===== src/rtl/spp_pkg.sv =====
// spp_pkg: shared types and defaults for the SPP Start/Busy issue controller.
package spp_pkg;
    localparam int SPP_DATA_W = 8;
    typedef enum logic [1:0] {IDLE, ISSUE, WAIT_DONE, HOLD} spp_state_t;
    typedef struct packed {
        logic [SPP_DATA_W-1:0] a;
        logic [SPP_DATA_W-1:0] b;
    } spp_pair_t;
endpackage


===== src/rtl/spp_sync_fifo.sv =====
// spp_sync_fifo: synchronous FIFO with an extra pointer bit to tell full from empty.
module spp_sync_fifo #(
    parameter int W     = 16,
    parameter int DEPTH = 4
) (
    input  logic         clk,
    input  logic         reset,
    input  logic         push,
    input  logic         pop,
    input  logic [W-1:0] wdata,
    output logic [W-1:0] rdata,
    output logic         full,
    output logic         empty
);
    localparam int AW = $clog2(DEPTH);
    logic [W-1:0] mem [DEPTH];
    logic [AW:0]  wr_ptr, rd_ptr;
    assign empty = wr_ptr == rd_ptr;
    assign full  = (wr_ptr[AW] != rd_ptr[AW]) && (wr_ptr[AW-1:0] == rd_ptr[AW-1:0]);
    assign rdata = mem[rd_ptr[AW-1:0]];
    always_ff @(posedge clk)
        if (push && !full) mem[wr_ptr[AW-1:0]] <= wdata;
    always_ff @(posedge clk or negedge reset)
        if (!reset) begin
            wr_ptr <= '0;
            rd_ptr <= '0;
        end else begin
            if (push && !full) wr_ptr <= wr_ptr + 1'b1;
            if (pop && !empty) rd_ptr <= rd_ptr + 1'b1;
        end
endmodule


===== src/rtl/spp_issue_ctrl.sv =====
// spp_issue_ctrl: buffers operand pairs and issues them to the engine via Start/Busy.
// Optional per-phase watchdog enabled by SPP_ISSUE_TIMEOUT_EN.
module spp_issue_ctrl
    import spp_pkg::*;
#(
    parameter int DATA_W         = SPP_DATA_W,
    parameter int FIFO_DEPTH     = 4,
    parameter int CNT_W          = 16,
    parameter int TIMEOUT_CYCLES = 255
) (
    input  logic              clk,
    input  logic              reset,
    input  logic              op_valid,
    output logic              op_ready,
    input  logic [DATA_W-1:0] op_a,
    input  logic [DATA_W-1:0] op_b,
    output logic              eng_start,
    input  logic              eng_busy,
    output logic [DATA_W-1:0] eng_in_a,
    output logic [DATA_W-1:0] eng_in_b,
    input  logic [DATA_W-1:0] eng_out,
    output logic              res_valid,
    input  logic              res_ready,
    output logic [DATA_W-1:0] res_data,
    output logic [CNT_W-1:0]  done_cnt,
    output logic              timeout_err
);
    spp_state_t          state;
    logic                full, empty, pop, in_phase, expired;
    logic [2*DATA_W-1:0] head;

    assign op_ready = !full;
    assign pop      = (state == IDLE) && !empty && !eng_busy && !res_valid;
    assign in_phase = (state == ISSUE) || (state == WAIT_DONE);

    spp_sync_fifo #(.W(2*DATA_W), .DEPTH(FIFO_DEPTH)) u_fifo (
        .clk   (clk),
        .reset (reset),
        .push  (op_valid && op_ready),
        .pop   (pop),
        .wdata ({op_a, op_b}),
        .rdata (head),
        .full  (full),
        .empty (empty)
    );

`ifdef SPP_ISSUE_TIMEOUT_EN
    localparam int TW = $clog2(TIMEOUT_CYCLES + 1) > 8 ? $clog2(TIMEOUT_CYCLES + 1) : 8;
    logic [TW-1:0] phase_cnt;
    assign expired = phase_cnt == TW'(TIMEOUT_CYCLES);
    // Counter restarts on every phase entry so each handshake phase gets its own budget.
    always_ff @(posedge clk or negedge reset)
        if (!reset) begin
            phase_cnt   <= '0;
            timeout_err <= 1'b0;
        end else begin
            phase_cnt <= (pop || !in_phase || (state == ISSUE && eng_busy)) ? '0 : phase_cnt + 1'b1;
            if (in_phase && expired) timeout_err <= 1'b1;
        end
`else
    assign expired     = 1'b0;
    assign timeout_err = TIMEOUT_CYCLES < 0;
`endif

    always_ff @(posedge clk or negedge reset)
        if (!reset) begin
            state     <= IDLE;
            eng_start <= 1'b0;
            eng_in_a  <= '0;
            eng_in_b  <= '0;
            res_valid <= 1'b0;
            res_data  <= '0;
            done_cnt  <= '0;
        end else if (in_phase && expired) begin
            eng_start <= 1'b0;
            state     <= IDLE;
        end else begin
            case (state)
                IDLE: if (pop) begin
                    {eng_in_a, eng_in_b} <= head;
                    eng_start            <= 1'b1;
                    state                <= ISSUE;
                end
                ISSUE: if (eng_busy) begin
                    eng_start <= 1'b0;
                    state     <= WAIT_DONE;
                end
                WAIT_DONE: if (!eng_busy) begin
                    res_data  <= eng_out;
                    res_valid <= 1'b1;
                    state     <= HOLD;
                end
                HOLD: if (res_ready) begin
                    res_valid <= 1'b0;
                    done_cnt  <= done_cnt + 1'b1;
                    state     <= IDLE;
                end
                default: state <= IDLE;
            endcase
        end
endmodule


===== config.mk =====
export PLATFORM = sky130hd
export DESIGN_NAME = spp_issue_ctrl
export DESIGN_NICKNAME = d
export VERILOG_FILES = /design/src/rtl/spp_pkg.sv /design/src/rtl/spp_sync_fifo.sv /design/src/rtl/spp_issue_ctrl.sv
export SDC_FILE = /design/constraint.sdc
export NUM_CORES = 1
export LEC_CHECK = 0
export CAP_MARGIN = 10
export CORE_MARGIN = 5
export CORE_UTILIZATION = 25
export DETAILED_ROUTE_END_ITERATION = 10
export GPL_TIMING_DRIVEN = 0
export MAX_ROUTING_LAYER = met4
export SLEW_MARGIN = 20
export SYNTH_ARGS = -nofsm -noshare
export SYNTH_HDL_FRONTEND = slang
export SYNTH_SLANG_ARGS = --single-unit

===== constraint.sdc =====
create_clock -name clk -period 2 [get_ports clk]
set_input_delay 0.4 -clock clk [delete_from_list [all_inputs] [get_ports clk]]
set_output_delay 0.4 -clock clk [all_outputs]
set_load 0.01 [all_outputs]

# [After elaboration in Yosys (flattened, before gate mapping)]
# Memory sizes are Yosys's and may differ from the RTL's. A register that Yosys moved wholly into a read port is not among the register bits.
# Index checks and enable logic that the tools add are counted.
[op_classes] n_reduce_logical=21 addsub=3 eq_ne=10 mux=13 bitwise_logic=1
[op_table] cell="adder 16 x 1 -> 16 bit, second input constant" n=1
[op_table] cell="2-to-1 mux 2 bit" n=4
[op_table] cell="case mux 2 bit (4 select lines)" n=1
[op_table] cell="logical AND 1 bit" n=7
[op_table] cell="adder 3 x 1 -> 3 bit, second input constant" n=2
[op_table] cell="2-to-1 mux 1 bit" n=6
[op_table] cell="!= test 2 bit, second input constant" n=3
[op_table] cell="AND reduction 2 bit" n=3
[op_table] cell="AND reduction 3 bit" n=2
[op_table] cell="zero test 1 bit" n=5
[op_table] cell="== test 2 bit, second input constant" n=2
[op_table] cell="case mux 1 bit (2 select lines)" n=2
[op_table] cell="AND reduction 4 bit" n=1
[op_table] cell="nonzero test 2 bit" n=2
[op_table] cell="== test 3 bit" n=1
[op_table] cell="== test 2 x 1 -> 1 bit, second input constant" n=1
[op_table] cell="== test 2 bit" n=1
[op_table] cell="zero test 2 bit" n=1
[op_table] cell="!= test 2 x 1 -> 1 bit, second input constant" n=1
[op_table] cell="!= test 1 bit" n=1
[op_table] cell="NOT 1 bit" n=1
[totals] out_inout_bits=44 mem_count=1 word_cells=56 ff_bits=34 in_bits=29 ramBits=64
[memory_table] name="u_fifo.mem" words=4 width=16 rd=1 rd_clocked_by_memory_dff=1 wr=1 line_no="spp_sync_fifo.sv:16" source="logic [W-1:0] mem [DEPTH];"

# [Depth between registers and ports, before layout]
[depth] depth_word=7 depth_mapped=7 mapped_depth_nobuf=6

# [Modules after synthesis]
# Synthesis repeated with hierarchy kept, for this count alone.
[unflattened] cells_unflattened=274 hier_area_um2=4670.7
[by_module_without_submodules] mod="spp_sync_fifo" area_per_inst_um2=2793.9 instances=1 cells_each=134
[by_module_without_submodules] mod="spp_issue_ctrl" area_per_inst_um2=1876.8 instances=1 cells_each=140

# [Least setup slack after synthesis]
# OpenSTA, ideal clock, no wires.
[synth_timing] path_kind="register to register" from="register state[0]" to="register u_fifo.rd_ptr[1]" path_stages_with_launch=7 setup_ns=0.128 n_path_buf=1 arrival_time_ns=1.725 period_less_slack_ns=1.852 slack_ns=0.148 required_time_ns=1.872 cell_sequence="dfrtp_1 inv_1 ha_1 or3b_1 a31oi_2 buf_6 mux2_1"
[synth_between] elab_chain_cells=5
[synth_rtl] item="from (decl)" line_no="spp_issue_ctrl.sv:28" source="spp_state_t state;"
[synth_rtl] item="from (signal assigned)" line_no="spp_issue_ctrl.sv:67" source="state <= IDLE;"
[synth_rtl] item="from (signal assigned)" line_no="spp_issue_ctrl.sv:76" source="state <= IDLE;"
[synth_rtl] item="from (signal assigned)" line_no="spp_issue_ctrl.sv:82" source="state <= ISSUE;"
[synth_rtl] item="zero test 2 bit" line_no="spp_issue_ctrl.sv:33" source="assign pop = (state == IDLE) && !empty && !eng_busy && !res_valid;"
[synth_rtl] item="logical AND 1 bit (3 in series)" line_no="spp_issue_ctrl.sv:33"
[synth_rtl] item="logical AND 1 bit" line_no="spp_sync_fifo.sv:29" source="if (pop && !empty) rd_ptr <= rd_ptr + 1'b1;"
[synth_rtl] item="to (signal assigned)" line_no="spp_sync_fifo.sv:29"
[synth_rtl] item="to (decl)" line_no="spp_sync_fifo.sv:17" source="logic [AW:0] wr_ptr, rd_ptr;"
# No other way between the ends.
# A chain may end at the register's enable or synchronous reset.

# [Worst setup path after layout]
[layout_timing] from="register u_fifo.rd_ptr[0]" to="output port op_ready"
[layout_between] elab_chain_cells=3
[layout_rtl] item="== test 2 bit" line_no="spp_sync_fifo.sv:19" source="assign full = (wr_ptr[AW] != rd_ptr[AW]) && (wr_ptr[AW-1:0] == rd_ptr[AW-1:0]);"
[layout_rtl] item="logical AND 1 bit" line_no="spp_sync_fifo.sv:19"
[layout_rtl] item="zero test 1 bit" line_no="spp_issue_ctrl.sv:32" source="assign op_ready = !full;"
[layout_rtl] item="to (decl)" line_no="spp_issue_ctrl.sv:14" source="output logic op_ready,"
# No other way between the ends.

==> reports/qor.csv <==
metric;value;unit
outcome;completed;
CTS sink count;114;
CTS tree;done;
total number of yosys warnings;0;
Mapped Area;4700;µm²
syn_nets;298;
final setup violation count;0;
Worst Skew;0.0123;ns
most common cell after layout, fill and taps aside;clkdlybuf4s50_1;
sequential share of power;0.371;
Sw Share;0.296;
Crit Path Category;reg -> out;
leading cell types in the layout, fill and taps excluded;clkdlybuf4s50_1 (69), edfxtp_1 (64), dfrtp_1 (50);
largest cells by area after synthesis;edfxtp_1 (41%), dfrtp_1 (27%), mux2_4 (5.4%), mux4_2 (5.3%), xnor2_1 (3.0%);
drt via density;4.21;
required time of the worst setup path;1.60;ns
GRT Overall Usage;0.0961;
EDFF count, synth;64;
post-detail-place hpwl;6030;µm
antenna violations before repair;0;
Data arrival, critical path;1.54;ns
share of the synthesized area in the top cell type;0.409;
Hold WC Path Type;in -> async;
GRT overflow;0;
Startpoint Class;flop;
multi-input logic area;1470;µm²
min cycle time layout;1.94;ns
CP Launch Point;u_fifo.rd_ptr[0];
Final Hold Fails;0;
max_slew headroom;0.544;
Clock Tree Buf Depth;2;
clock share of power;0.305;
largest net degree at the start of global routing;51;
fill cell count;1808;
Setup Slack @ Placement;-0.522;ns
Syn-to-layout area delta;35.6;%
Yosys reg bits;114;
initial core utilization;0.252;
root buf cell;clkbuf_16;
CTS buffer count;17;
fraction of registers with async set or reset after synthesis;0.439;
Final Slew Violations;0;
worst-margin pin slew;0.684;ns
Peak VDD IR;0.000834;V
post-layout util;0.342;
Leakage Power;0.00240;µW
routed wire length;9590;µm
MaxCap Viol Count;0;
DIE HEIGHT;147;µm
cell row count;50;
first-pass GRT wire length;15200;µm
vias in the first global route;2784;
Die ar.;21700;µm²
Hold Buf Count CTS;0;
post-synth top area cell;edfxtp_1;
number of inserted diodes;0;
WL/cell;16.0;µm
internal power;6820;µW
crit-path max FO;9;
Post-synth top flop;edfxtp_1;
Seq/Total Area, Yosys;0.675;
PwrDens;1520;nW/µm²
P_sw;2860;µW
library cells used by synthesis;37;
I/O pin count;73;
RSZ-0062 raised after global routing;yes;
r2r startpoint;state[0];
post-synthesis average cell area;18.2;µm²
Clk Latency, worst-skew pair;0.42;ns
# DRC;0;
register area;3170;µm²
final cycle utilization of the critical path;0.968;
via count;2530;
Port-buffer cells;71;
DRT Pass-1 Iters;4;
Die Width;147;µm
Comb power frac;0.324;
First DRT Iteration DRCs;112;
post-route setup slack;0.0639;ns
clock transition at the registers of the reported paths;0.06;ns
Final ANT Viol Nets;0;
number of H-tree levels;4;
Core Area;18600;µm²
Max Freq;517;MHz
Setup crit end kind;output port;
GPL Wtd Cong;0.746;
NumNets Final;394;
share of cells above drive strength 1;0.270;
Synth Instances;258;
## layout make-up
type                       instances  share of cell area
sequential                       114               0.498
multi-input combinational        129               0.231
timing repair buffer              77               0.117
clock buffer                      17              0.0667
tap                              234              0.0459
clock inverter                    15              0.0249
buffer                             8              0.0128
inverter                           7             0.00412
## routing by layer
metal,global-route usage,vias to the layer above,routed length [µm]
li1,-,1162,-
met2,0.152,67,4800
met5,-,-,0
met1,0.112,1283,4160
met4,0.0363,0,154
met3,0.0358,18,471
## flip-flops by register name (all words and copies together), names as in the netlist
signal	cells
res_data	8
eng_start	1
u_fifo.rd_ptr	3
u_fifo.wr_ptr	3
state	2
eng_in_b	8
eng_in_a	8
done_cnt	16
u_fifo.mem	64
res_valid	1
## power by group through the flow
stage / logic [µW] / clock network (µW) / registers (µW)
5_1_grt: 3420 / 3140 / 3680
4_1_cts: 3090 / 3040 / 3600
3_3_place_gp: 2980 / 0 / 3600
3_5_place_dp: 3060 / 0 / 3640
2_1_floorplan: 1750 / 0 / 3690
6_report: 3130 / 2950 / 3590
## path summary, 6_finish.rpt
check / end / depth (start not counted) / slack, ns
max: op_ready / 4 / 0.06
min: eng_in_b[6] / 1 / 0.03
max reg2reg: eng_in_b[1] / 6 / 0.07
min reg2reg: done_cnt[15] / 1 / 0.47
max in group asynchronous: done_cnt[11] / 1 / 1.51
min in group clk: done_cnt[15] / 1 / 0.47
## critical path, stage by stage, from the launching register on
cell	delay, ns
dfrtp_1	0.39
buf_6	0.17
xnor2_4	0.26
nand3_2	0.13
buf_2	0.16
## kinds of logic (layout without fill, tap and decap cells)
logic type | count (synthesis) | after routing | share of synthesized area
buf+inv | 15 | 124 | 0.0208
flops | 114 | 114 | 0.675
mux | 43 | 43 | 0.159
simple gates | 40 | 40 | 0.0442
compound gates | 11 | 11 | 0.0207
fa+ha+maj | 11 | 11 | 0.0293
xor+xnor | 23 | 23 | 0.0508
other cells | 1 | 1 | 0.000797
## through the flow
step                setup TNS [ns]  std cells  cell area (µm²)  hold slack (ns)  total power, µW
floorplan                        0        258             4700            0.104             5450
global placement            -89.52        563             5710            0.458             6580
detailed placement          -36.43        563             5700            0.468             6700
CTS                        -0.0259        597             6320           0.0538             9740
global route                -0.913        601             6380           0.0860            10200
finish                           0        601             6380           0.0273             9680
## synthesized netlist by cell type (all sizes together) (3+ instances only)
master	instances
mux2	27
dfrtp	50
and2	4
xnor2	18
xor2	5
edfxtp	64
mux4	16
nand3	8
nor2	4
ha	11
buf	6
o21ai	3
nand2	13
inv	7
## what timing repair did
action | CTS | global route
buffers inserted | 2 | 3
setup endpoints to repair | 79 | 64
cloned | 0 | 1
hold endpoints to repair | 0 | 0
pin swaps | 2 | 1
resized for setup | 10 | 13
No activity file was read; power rests on OpenSTA's default activity.
